`src/rtl/m2_block_scheduler_if.sv`:
```
// Handshake and address bundle between the milestone-2 block scheduler
// and its neighbours (compute control upstream, SRAM writer downstream).
// The master modport is the scheduler; the slave modport is the environment.
interface m2_block_scheduler_if;
    logic        Enable;
    logic        Block_ready;
    logic        Block_taken;
    logic        Write_start;
    logic        Write_done;
    logic [17:0] Base_address;
    logic [8:0]  Jump_offset;
    logic [1:0]  Plane;
    logic [4:0]  Block_row;
    logic [5:0]  Block_col;
    logic        Busy;
    logic        Frame_done;

    modport master (
        input  Enable, Block_ready, Write_done,
        output Block_taken, Write_start, Base_address, Jump_offset,
               Plane, Block_row, Block_col, Busy, Frame_done
    );

    modport slave (
        output Enable, Block_ready, Write_done,
        input  Block_taken, Write_start, Base_address, Jump_offset,
               Plane, Block_row, Block_col, Busy, Frame_done
    );
endinterface

```
`src/rtl/m2_block_scheduler.sv`:
```
// Frame-level sequencer for the milestone-2 write-back stage.
// Walks all 8x8 blocks of Y, then U, then V in raster order (column fastest),
// hands each one to the SRAM writer with a one-cycle start pulse, waits for
// the writer's done pulse and then releases the upstream S buffer.
// Block base addresses are built incrementally (adds only, no multiplier).
module m2_block_scheduler #(
    parameter logic [17:0] Y_BASE       = 18'd0,
    parameter logic [17:0] U_BASE       = 18'd38400,
    parameter logic [17:0] V_BASE       = 18'd57600,
    parameter int          Y_COLS       = 40,
    parameter int          UV_COLS      = 20,
    parameter int          ROWS         = 30,
    parameter int          Y_ROW_WORDS  = 160,
    parameter int          UV_ROW_WORDS = 80
) (
    input  logic                   CLOCK_50,
    input  logic                   Reset,
    m2_block_scheduler_if.master   bus
);

    localparam logic [4:0] LAST_ROW    = 5'(ROWS - 1);
    localparam logic [5:0] Y_LAST_COL  = 6'(Y_COLS - 1);
    localparam logic [5:0] UV_LAST_COL = 6'(UV_COLS - 1);
    localparam logic [8:0] Y_JUMP      = 9'(Y_ROW_WORDS);
    localparam logic [8:0] UV_JUMP     = 9'(UV_ROW_WORDS);

    typedef enum logic [2:0] {
        S_IDLE,
        S_WAIT_BLK,
        S_WAIT_DONE,
        S_ADVANCE,
        S_FINISH
    } state_t;

    state_t      r_state,        w_state_next;
    logic [1:0]  r_plane,        w_plane_next;
    logic [4:0]  r_row,          w_row_next;
    logic [5:0]  r_col,          w_col_next;
    logic [17:0] r_row_base,     w_row_base_next;
    logic [17:0] r_base,         w_base_next;
    logic [8:0]  r_jump,         w_jump_next;
    logic        r_busy,         w_busy_next;
    logic        r_write_start,  w_write_start_next;
    logic        r_block_taken,  w_block_taken_next;
    logic        r_frame_done,   w_frame_done_next;

    // Helpers derived from the current plane: last column, the 8-pixel-row
    // stride of one block row, and where the following plane starts.
    logic [5:0]  w_last_col;
    logic [17:0] w_block_row_stride;
    logic [17:0] w_row_base_incr;
    logic [17:0] w_next_plane_base;

    assign w_last_col         = (r_plane == 2'd0) ? Y_LAST_COL : UV_LAST_COL;
    assign w_block_row_stride = 18'({r_jump, 3'b000});
    assign w_row_base_incr    = r_row_base + w_block_row_stride;
    assign w_next_plane_base  = (r_plane == 2'd0) ? U_BASE : V_BASE;

    // State and all output registers; reset aborts any frame in progress.
    always_ff @(posedge CLOCK_50) begin
        if (Reset) begin
            r_state       <= S_IDLE;
            r_plane       <= 2'd0;
            r_row         <= 5'd0;
            r_col         <= 6'd0;
            r_row_base    <= Y_BASE;
            r_base        <= Y_BASE;
            r_jump        <= Y_JUMP;
            r_busy        <= 1'b0;
            r_write_start <= 1'b0;
            r_block_taken <= 1'b0;
            r_frame_done  <= 1'b0;
        end else begin
            r_state       <= w_state_next;
            r_plane       <= w_plane_next;
            r_row         <= w_row_next;
            r_col         <= w_col_next;
            r_row_base    <= w_row_base_next;
            r_base        <= w_base_next;
            r_jump        <= w_jump_next;
            r_busy        <= w_busy_next;
            r_write_start <= w_write_start_next;
            r_block_taken <= w_block_taken_next;
            r_frame_done  <= w_frame_done_next;
        end
    end

    // Next-state and next-output logic; pulses default low, everything else holds.
    always_comb begin
        w_state_next       = r_state;
        w_plane_next       = r_plane;
        w_row_next         = r_row;
        w_col_next         = r_col;
        w_row_base_next    = r_row_base;
        w_base_next        = r_base;
        w_jump_next        = r_jump;
        w_busy_next        = r_busy;
        w_write_start_next = 1'b0;
        w_block_taken_next = 1'b0;
        w_frame_done_next  = 1'b0;

        case (r_state)
            S_IDLE: begin
                if (bus.Enable) begin
                    w_plane_next    = 2'd0;
                    w_row_next      = 5'd0;
                    w_col_next      = 6'd0;
                    w_row_base_next = Y_BASE;
                    w_base_next     = Y_BASE;
                    w_jump_next     = Y_JUMP;
                    w_busy_next     = 1'b1;
                    w_state_next    = S_WAIT_BLK;
                end
            end

            S_WAIT_BLK: begin
                if (bus.Block_ready) begin
                    w_write_start_next = 1'b1;
                    w_state_next       = S_WAIT_DONE;
                end
            end

            S_WAIT_DONE: begin
                // A done coinciding with our own start pulse is a writer fault.
                if (bus.Write_done && !r_write_start) begin
                    w_block_taken_next = 1'b1;
                    w_state_next       = S_ADVANCE;
                end
            end

            S_ADVANCE: begin
                w_state_next = S_WAIT_BLK;
                if (r_col != w_last_col) begin
                    w_col_next  = r_col + 6'd1;
                    w_base_next = r_base + 18'd4;
                end else if (r_row != LAST_ROW) begin
                    w_col_next      = 6'd0;
                    w_row_next      = r_row + 5'd1;
                    w_row_base_next = w_row_base_incr;
                    w_base_next     = w_row_base_incr;
                end else if (r_plane == 2'd2) begin
                    w_state_next = S_FINISH;
                end else begin
                    w_plane_next    = r_plane + 2'd1;
                    w_row_next      = 5'd0;
                    w_col_next      = 6'd0;
                    w_row_base_next = w_next_plane_base;
                    w_base_next     = w_next_plane_base;
                    w_jump_next     = UV_JUMP;
                end
            end

            S_FINISH: begin
                w_frame_done_next = 1'b1;
                w_busy_next       = 1'b0;
                w_state_next      = S_IDLE;
            end

            default: begin
                w_state_next = S_IDLE;
            end
        endcase
    end

    assign bus.Block_taken  = r_block_taken;
    assign bus.Write_start  = r_write_start;
    assign bus.Base_address = r_base;
    assign bus.Jump_offset  = r_jump;
    assign bus.Plane        = r_plane;
    assign bus.Block_row    = r_row;
    assign bus.Block_col    = r_col;
    assign bus.Busy         = r_busy;
    assign bus.Frame_done   = r_frame_done;

endmodule

```
`src/flat_wrapper.sv`:
```
// flat-port wrapper written by rule: the top's interface ports become plain ports
module m2_block_scheduler_flat 
#(
    parameter logic [17:0] Y_BASE       = 18'd0,
    parameter logic [17:0] U_BASE       = 18'd38400,
    parameter logic [17:0] V_BASE       = 18'd57600,
    parameter int          Y_COLS       = 40,
    parameter int          UV_COLS      = 20,
    parameter int          ROWS         = 30,
    parameter int          Y_ROW_WORDS  = 160,
    parameter int          UV_ROW_WORDS = 80
)
  (CLOCK_50, Reset, bus_Enable, bus_Block_ready, bus_Write_done, bus_Block_taken, bus_Write_start, bus_Base_address, bus_Jump_offset, bus_Plane, bus_Block_row, bus_Block_col, bus_Busy, bus_Frame_done);
  m2_block_scheduler_if bus_i ();
  input  logic CLOCK_50;
  input  logic Reset;
  input wire logic [$bits(bus_i.Enable)-1:0] bus_Enable;
  input wire logic [$bits(bus_i.Block_ready)-1:0] bus_Block_ready;
  input wire logic [$bits(bus_i.Write_done)-1:0] bus_Write_done;
  output wire logic [$bits(bus_i.Block_taken)-1:0] bus_Block_taken;
  output wire logic [$bits(bus_i.Write_start)-1:0] bus_Write_start;
  output wire logic [$bits(bus_i.Base_address)-1:0] bus_Base_address;
  output wire logic [$bits(bus_i.Jump_offset)-1:0] bus_Jump_offset;
  output wire logic [$bits(bus_i.Plane)-1:0] bus_Plane;
  output wire logic [$bits(bus_i.Block_row)-1:0] bus_Block_row;
  output wire logic [$bits(bus_i.Block_col)-1:0] bus_Block_col;
  output wire logic [$bits(bus_i.Busy)-1:0] bus_Busy;
  output wire logic [$bits(bus_i.Frame_done)-1:0] bus_Frame_done;
  assign bus_i.Enable = bus_Enable;
  assign bus_i.Block_ready = bus_Block_ready;
  assign bus_i.Write_done = bus_Write_done;
  assign bus_Block_taken = bus_i.Block_taken;
  assign bus_Write_start = bus_i.Write_start;
  assign bus_Base_address = bus_i.Base_address;
  assign bus_Jump_offset = bus_i.Jump_offset;
  assign bus_Plane = bus_i.Plane;
  assign bus_Block_row = bus_i.Block_row;
  assign bus_Block_col = bus_i.Block_col;
  assign bus_Busy = bus_i.Busy;
  assign bus_Frame_done = bus_i.Frame_done;
  m2_block_scheduler #(.Y_BASE(Y_BASE), .U_BASE(U_BASE), .V_BASE(V_BASE), .Y_COLS(Y_COLS), .UV_COLS(UV_COLS), .ROWS(ROWS), .Y_ROW_WORDS(Y_ROW_WORDS), .UV_ROW_WORDS(UV_ROW_WORDS)) u_core (.CLOCK_50(CLOCK_50), .Reset(Reset), .bus(bus_i));
endmodule
```
`config.mk`:
```
export PLATFORM = sky130hd
export DESIGN_NAME = m2_block_scheduler_flat
export DESIGN_NICKNAME = d
export VERILOG_FILES = /design/src/rtl/m2_block_scheduler_if.sv /design/src/rtl/m2_block_scheduler.sv /design/src/flat_wrapper.sv
export SDC_FILE = /design/constraint.sdc
export NUM_CORES = 1
export LEC_CHECK = 0
export BUFFER_PORTS_ARGS = -buffer_cell sky130_fd_sc_hd__buf_2
export CAP_MARGIN = 20
export CORE_MARGIN = 4
export CORE_UTILIZATION = 57
export DETAILED_ROUTE_END_ITERATION = 7
export GPL_ROUTABILITY_DRIVEN = 0
export HOLD_SLACK_MARGIN = 0.05
export PLACE_DENSITY = 0.88
export SYNTH_ARGS = -nofsm -noshare
export SYNTH_HDL_FRONTEND = slang
export SYNTH_SLANG_ARGS = --single-unit
```
`constraint.sdc`:
```
create_clock -name CLOCK_50 -period 3.2 [get_ports CLOCK_50]
set_input_delay 0.16 -clock CLOCK_50 [delete_from_list [all_inputs] [get_ports CLOCK_50]]
set_output_delay 0.16 -clock CLOCK_50 [all_outputs]
set_load 0.02 [all_outputs]
```
Word level (Yosys, flattened, before mapping):

Cells that the tools add are included.

* output and inout port bits: 44
* word-level logic and storage cells: 87
* input port bits: 5
* register bits after elaboration: 65

* bitwise gates (word level): 2
* equal/unequal tests: 15
* reduce and logical (&&, ||, !) cells: 13
* add/sub/neg operators: 5
* mux-type cells: 41

Operators with widths (number)
* 18-bit two-way mux: 5
* 18-bit one-hot mux with 2 select lines: 2
* 9-bit two-way mux: 4
* 6-bit two-way mux: 5
* 5-bit two-way mux: 4
* 18-bit by 12-bit adder with 18-bit output: 1
* 18-bit by 3-bit adder with 18-bit output, second input constant: 1
* 3-bit two-way mux: 6
* 9-bit one-hot mux with 2 select lines: 1
* 15-bit two-way mux: 1
* 3-bit one-hot mux with 4 select lines: 1
* 6-bit one-hot mux with 2 select lines: 1
* 2-bit != test, second input constant: 5
* 5-bit one-hot mux with 2 select lines: 1
* 2-bit two-way mux: 4
* 6-bit by 1-bit adder with 6-bit output, second input constant: 1
* 3-bit by 2-bit equality test with 1-bit output, second input constant: 2
* 6-bit != test: 1
* 3-bit AND reduction: 2
* 5-bit by 1-bit adder with 5-bit output, second input constant: 1
* 5-bit != test, second input constant: 1
* 5-bit AND reduction: 1
* 1-bit two-way mux: 4
* 4-bit by 2-bit != test with 1-bit output, second input constant: 1
* other kinds (17): 20

Longest topological paths before layout:

* depth after elaboration: 6
* gate-level depth with buffers: 9
* mapped depth without buffers: 7

Worst setup path after synthesis:

OpenSTA, ideal clock, no wires.

* path kind: reg-to-reg
* start point: reg u_core.r_plane[0] (netlist: u_core.bus.Plane[0])
* end point: reg u_core.r_row_base[9]
* cell stages (with the launch flop): 10
* clock period less this slack: 2.457 ns
* slack: 0.743 ns
* data arrival time: 2.386 ns
* data required time: 3.129 ns
* library setup time: 0.071 ns
* buffers on the path: 2
* cells stage by stage: dfxtp_1 -> inv_1 -> ha_1 -> buf_2 -> or4b_4 -> a21oi_4 -> a31oi_2 -> buf_6 -> a2111o_1 -> a21oi_1

* longest elaborated chain between the ends: 6
* elaborated cells on any way between the ends: 12
* those cells by class: eq/ne: 4; mux: 6; reduce/logical: 2

RTL lines
* from (decl): RTL line m2_block_scheduler.sv:36 `logic [1:0] r_plane, w_plane_next;`
* from (signal assigned): RTL line m2_block_scheduler.sv:75 `r_plane <= w_plane_next;`
* 2-bit logical NOT: RTL line m2_block_scheduler.sv:54, m2_block_scheduler.sv:57
* 15-bit two-way mux: RTL line m2_block_scheduler.sv:57 `assign w_next_plane_base = (r_plane == 2'd0) ? U_BASE : V_BASE;`
* 18-bit two-way mux: RTL line m2_block_scheduler.sv:141 `end else if (r_plane == 2'd2) begin`
* 18-bit two-way mux: RTL line m2_block_scheduler.sv:136 `end else if (r_row != LAST_ROW) begin`
* 18-bit two-way mux: RTL line m2_block_scheduler.sv:133 `if (r_col != w_last_col) begin`
* 18-bit one-hot mux with 2 select lines: RTL line m2_block_scheduler.sv:102 `case (r_state)`
* to (signal assigned): RTL line m2_block_scheduler.sv:78 `r_row_base <= w_row_base_next;`
* to (decl): RTL line m2_block_scheduler.sv:39 `logic [17:0] r_row_base, w_row_base_next;`

Parallel ways exist; a longest one is shown, timed or not. The select of a mux whose other input is x is not followed.
A chain may end at the register's enable or synchronous reset.

Worst setup path in the final report:

* start point: reg u_core.r_plane[0] (netlist: u_core.bus.Plane[0])
* end point: reg u_core.r_base[5] (netlist: u_core.bus.Base_address[5])

* longest elaborated chain between the ends: 5
* elaborated cells on any way between the ends: 8
* those cells by class: eq/ne: 3; mux: 3; reduce/logical: 2

RTL lines
* 2-bit logical NOT: RTL line m2_block_scheduler.sv:54 `assign w_last_col = (r_plane == 2'd0) ? Y_LAST_COL : UV_LAST_COL;`
* 6-bit two-way mux: RTL line m2_block_scheduler.sv:54
* 6-bit != test: RTL line m2_block_scheduler.sv:133
* 4-bit by 2-bit != test with 1-bit output (no source line) / 18-bit two-way mux (equally long branches)
* 3-bit AND reduction (no source line) / 18-bit one-hot mux with 2 select lines (equally long branches)
* to (signal assigned): RTL line m2_block_scheduler.sv:79 `r_base <= w_base_next;`
* to (decl): RTL line m2_block_scheduler.sv:40 `logic [17:0] r_base, w_base_next;`

Parallel ways exist; a longest one is shown, timed or not.

==> reports/results.tsv <==
metric	value	unit
status	complete, no violations	
portBuffers	43	
hp-class	input pin to flop	
grt_start_max_net_pins	30	
ios	49	
cts_tree	done	
layout-drive-gt1-share	17.01	%
ys_ff_latch	58	
clk_pin_slew	70	ps
rows	27	
drtAntennaViolNets	0	
worst_r2r_endpoint	u_core.bus.Base_address[5]	
grt_pass1_wl	14430	um
syn_avg_cell_area	8.180	um2
dieArea	7017	um2
finalSetupViolCount	0	
cpLargestDelayFamily	compound AO/OA/AOI/OAI gates	
dr.pass1.iters	5	
vias	3328	
cts-hold-fix-buffers	0	
crit_arrival	2930	ps
crit_path_start_kind	flop	
first_global_vias	2988	
critPathMaxFanout	10	
yosys_warnings	0	
cts_buffers	9	
synth_most_common_cell	dfxtp_1	
rsz0062_at_grt	no	
skew	7.155	ps
hold_violations	0	
nFillCells	477	
ys_async_sr_fraction	0	%
antenna_found_initial	0	
synthCells	400	
slew_violations	0	
drt-initial-drc-count	335	
crit_start	u_core.bus.Plane[0]	
yosysSeqAreaShare	35.49	%
rr_worst_depth	7	
syn2layout_area_growth	12.89	%
ys_top_cells_by_area	dfxtp_1, nand2_1, nor2_1	
worstSetupPathType	flop to flop	
track_usage	25.06	%
synth_edf_count	0	
diodes	0	
clockBufferDepth	2	
h-tree-depth	3	
cp_num_buf_inv	1	
synthTopCellsByCount	dfxtp_1, nand2_1, nor2_1	
ff2ff_setup_slack	530	ps
slowest_stage	o21ai_1	
critPathMaxStageDelay	560	ps
initial_core_util	59.06	%
power_leakage	1.359	nW
hp-start	bus_Write_done	
final.min_clock_period	2667	ps
power_density	431.9	nW/um2
r2r-start	u_core.bus.Plane[0]	
ctsResizeCount	0	
die_w	83.77	um
worst_hold_path.endpoint	u_core.bus.Block_taken	
finalSetupTns	0	ps
endpoint_kind	flop	
vias_per_cell	6.487	
overflow	0	
yosys.area.top_type	dfxtp_1	
hold_slack	80.48	ps
synth.top_cell.area_share	35.49	%
worst_pin_slew	846.9	ps
drc	0	
cts.root.buffer_cell	clkbuf_8	
drv_cap	0	
cts_setup_buffers	0	
fmax	374.9	MHz
min_period_over_period	83.35	%
synth_area	3272	um2
crit_chain	inv_1 -> ha_1 -> nor4b_1 -> o211ai_1 -> o21ai_1 -> nand2_1 -> a221oi_1	
synth_ff_type	dfxtp_1	
clock_sinks	58	
whs_path_depth	2	
synth_cell_types	65	
dpl.hpwl	6131	um
core	5540	um2
ir_drop	332.3	uV
required	3460	ps
fp.dieH	83.77	um
wl_per_cell	17.08	um
cp.depth	7	
finalWirelength	8761	um
fin_nets	452	
insertion_delay	360	ps
slew_headroom	43.16	%
how the worst max path moves through the flow:
stage,to
2_1_floorplan,u_core.r_row_base[9]
3_3_place_gp,u_core.bus.Base_address[5]
3_5_place_dp,u_core.bus.Base_address[5]
4_1_cts,u_core.bus.Base_address[5]
5_1_grt,u_core.bus.Base_address[5]
6_report,u_core.bus.Base_address[5]
placed cells by master, fill, tap and decap left out, types with 4 or more instances in the layout:
cell type  count
dfxtp_1       58
buf_2         43
nand2_1       41
nor2_1        34
a21oi_1       24
nand3_1       20
o21ai_0       18
and2_1        11
nand4_1       11
ha_1          10
inv_1          9
o211ai_1       9
clkbuf_8       9
nor3_1         8
xnor2_1        8
xor2_1         6
nand2b_1       5
a31oi_1        5
or3_1          5
conb_1         5
a311oi_1       4
a211oi_1       4
o31ai_1        4
nor4_1         4
a21o_1         4
or4_1          4
nand3b_1       4
and3_1         4
a22oi_1        4
through the flow:
stage | worst slack [ps] | power (mW) | cell area, um2 | std cells | util (%)
floorplan | 743.1 | 0.8463 | 3287 | 404 | -
global route | 244.2 | 1.652 | 3694 | 513 | 66.67
detailed placement | 610.1 | 0.8710 | 3483 | 497 | 62.87
global placement | 739.7 | 0.8677 | 3483 | 497 | 62.87
finish | 532.8 | 1.595 | 3694 | 513 | 66.67
CTS | 561.6 | 1.599 | 3694 | 513 | 66.67
final cells by class:
cell class                 count  area (um2)  area share (%)
sequential                    58        1161           31.44
clock inverter                 5       78.83           2.134
tap                           72       90.09           2.439
timing repair buffer          46       237.7           6.436
clock buffer                  11       131.4           3.557
inverter                      10       37.54           1.016
multi-input combinational    311        1957           52.98
metal layers:
layer | global-route usage, % | routed length, um
met1 | 31.87 | 3680
met2 | 38.25 | 3874
met3 | 6.910 | 859
met4 | 13.74 | 346
met5 | 0 | 0
registers in the layout (all words and copies together) (netlist names):
register and cells:
u_core.r_row_base 18, u_core.bus.Base_address 18, u_core.bus.Jump_offset 2, u_core.bus.Plane 2, u_core.bus.Busy 1, u_core.bus.Block_col 6
u_core.bus.Frame_done 1, u_core.bus.Block_taken 1, u_core.bus.Block_row 5, u_core.r_state 3, u_core.bus.Write_start 1
kinds of logic (layout without fill, tap and decap cells):
group / Yosys count / in the layout / synth area share, %
other cells: 1 / 5 / 0.1146
simple gates: 167 / 167 / 26.39
xor+xnor: 14 / 14 / 3.748
compound gates: 111 / 111 / 23.75
fa+ha+maj: 11 / 11 / 4.436
mux: 3 / 3 / 0.9178
buf+inv: 35 / 72 / 5.162
flops: 58 / 58 / 35.49
worst register-to-register path, cell delays in order (launching register included):
cell	delay, ps
dfxtp_1	350
inv_1	70
ha_1	310
nor4b_1	500
o211ai_1	390
o21ai_1	560
nand2_1	100
a221oi_1	280
power breakdown:
group / leakage, nW / internal (mW) / switching, mW
Combinational: 0.784 / 0.0323 / 0.0831
Clock: 0.107 / 0.437 / 0.299
Sequential: 0.468 / 0.731 / 0.0124
(Power assumes the default switching activity.)
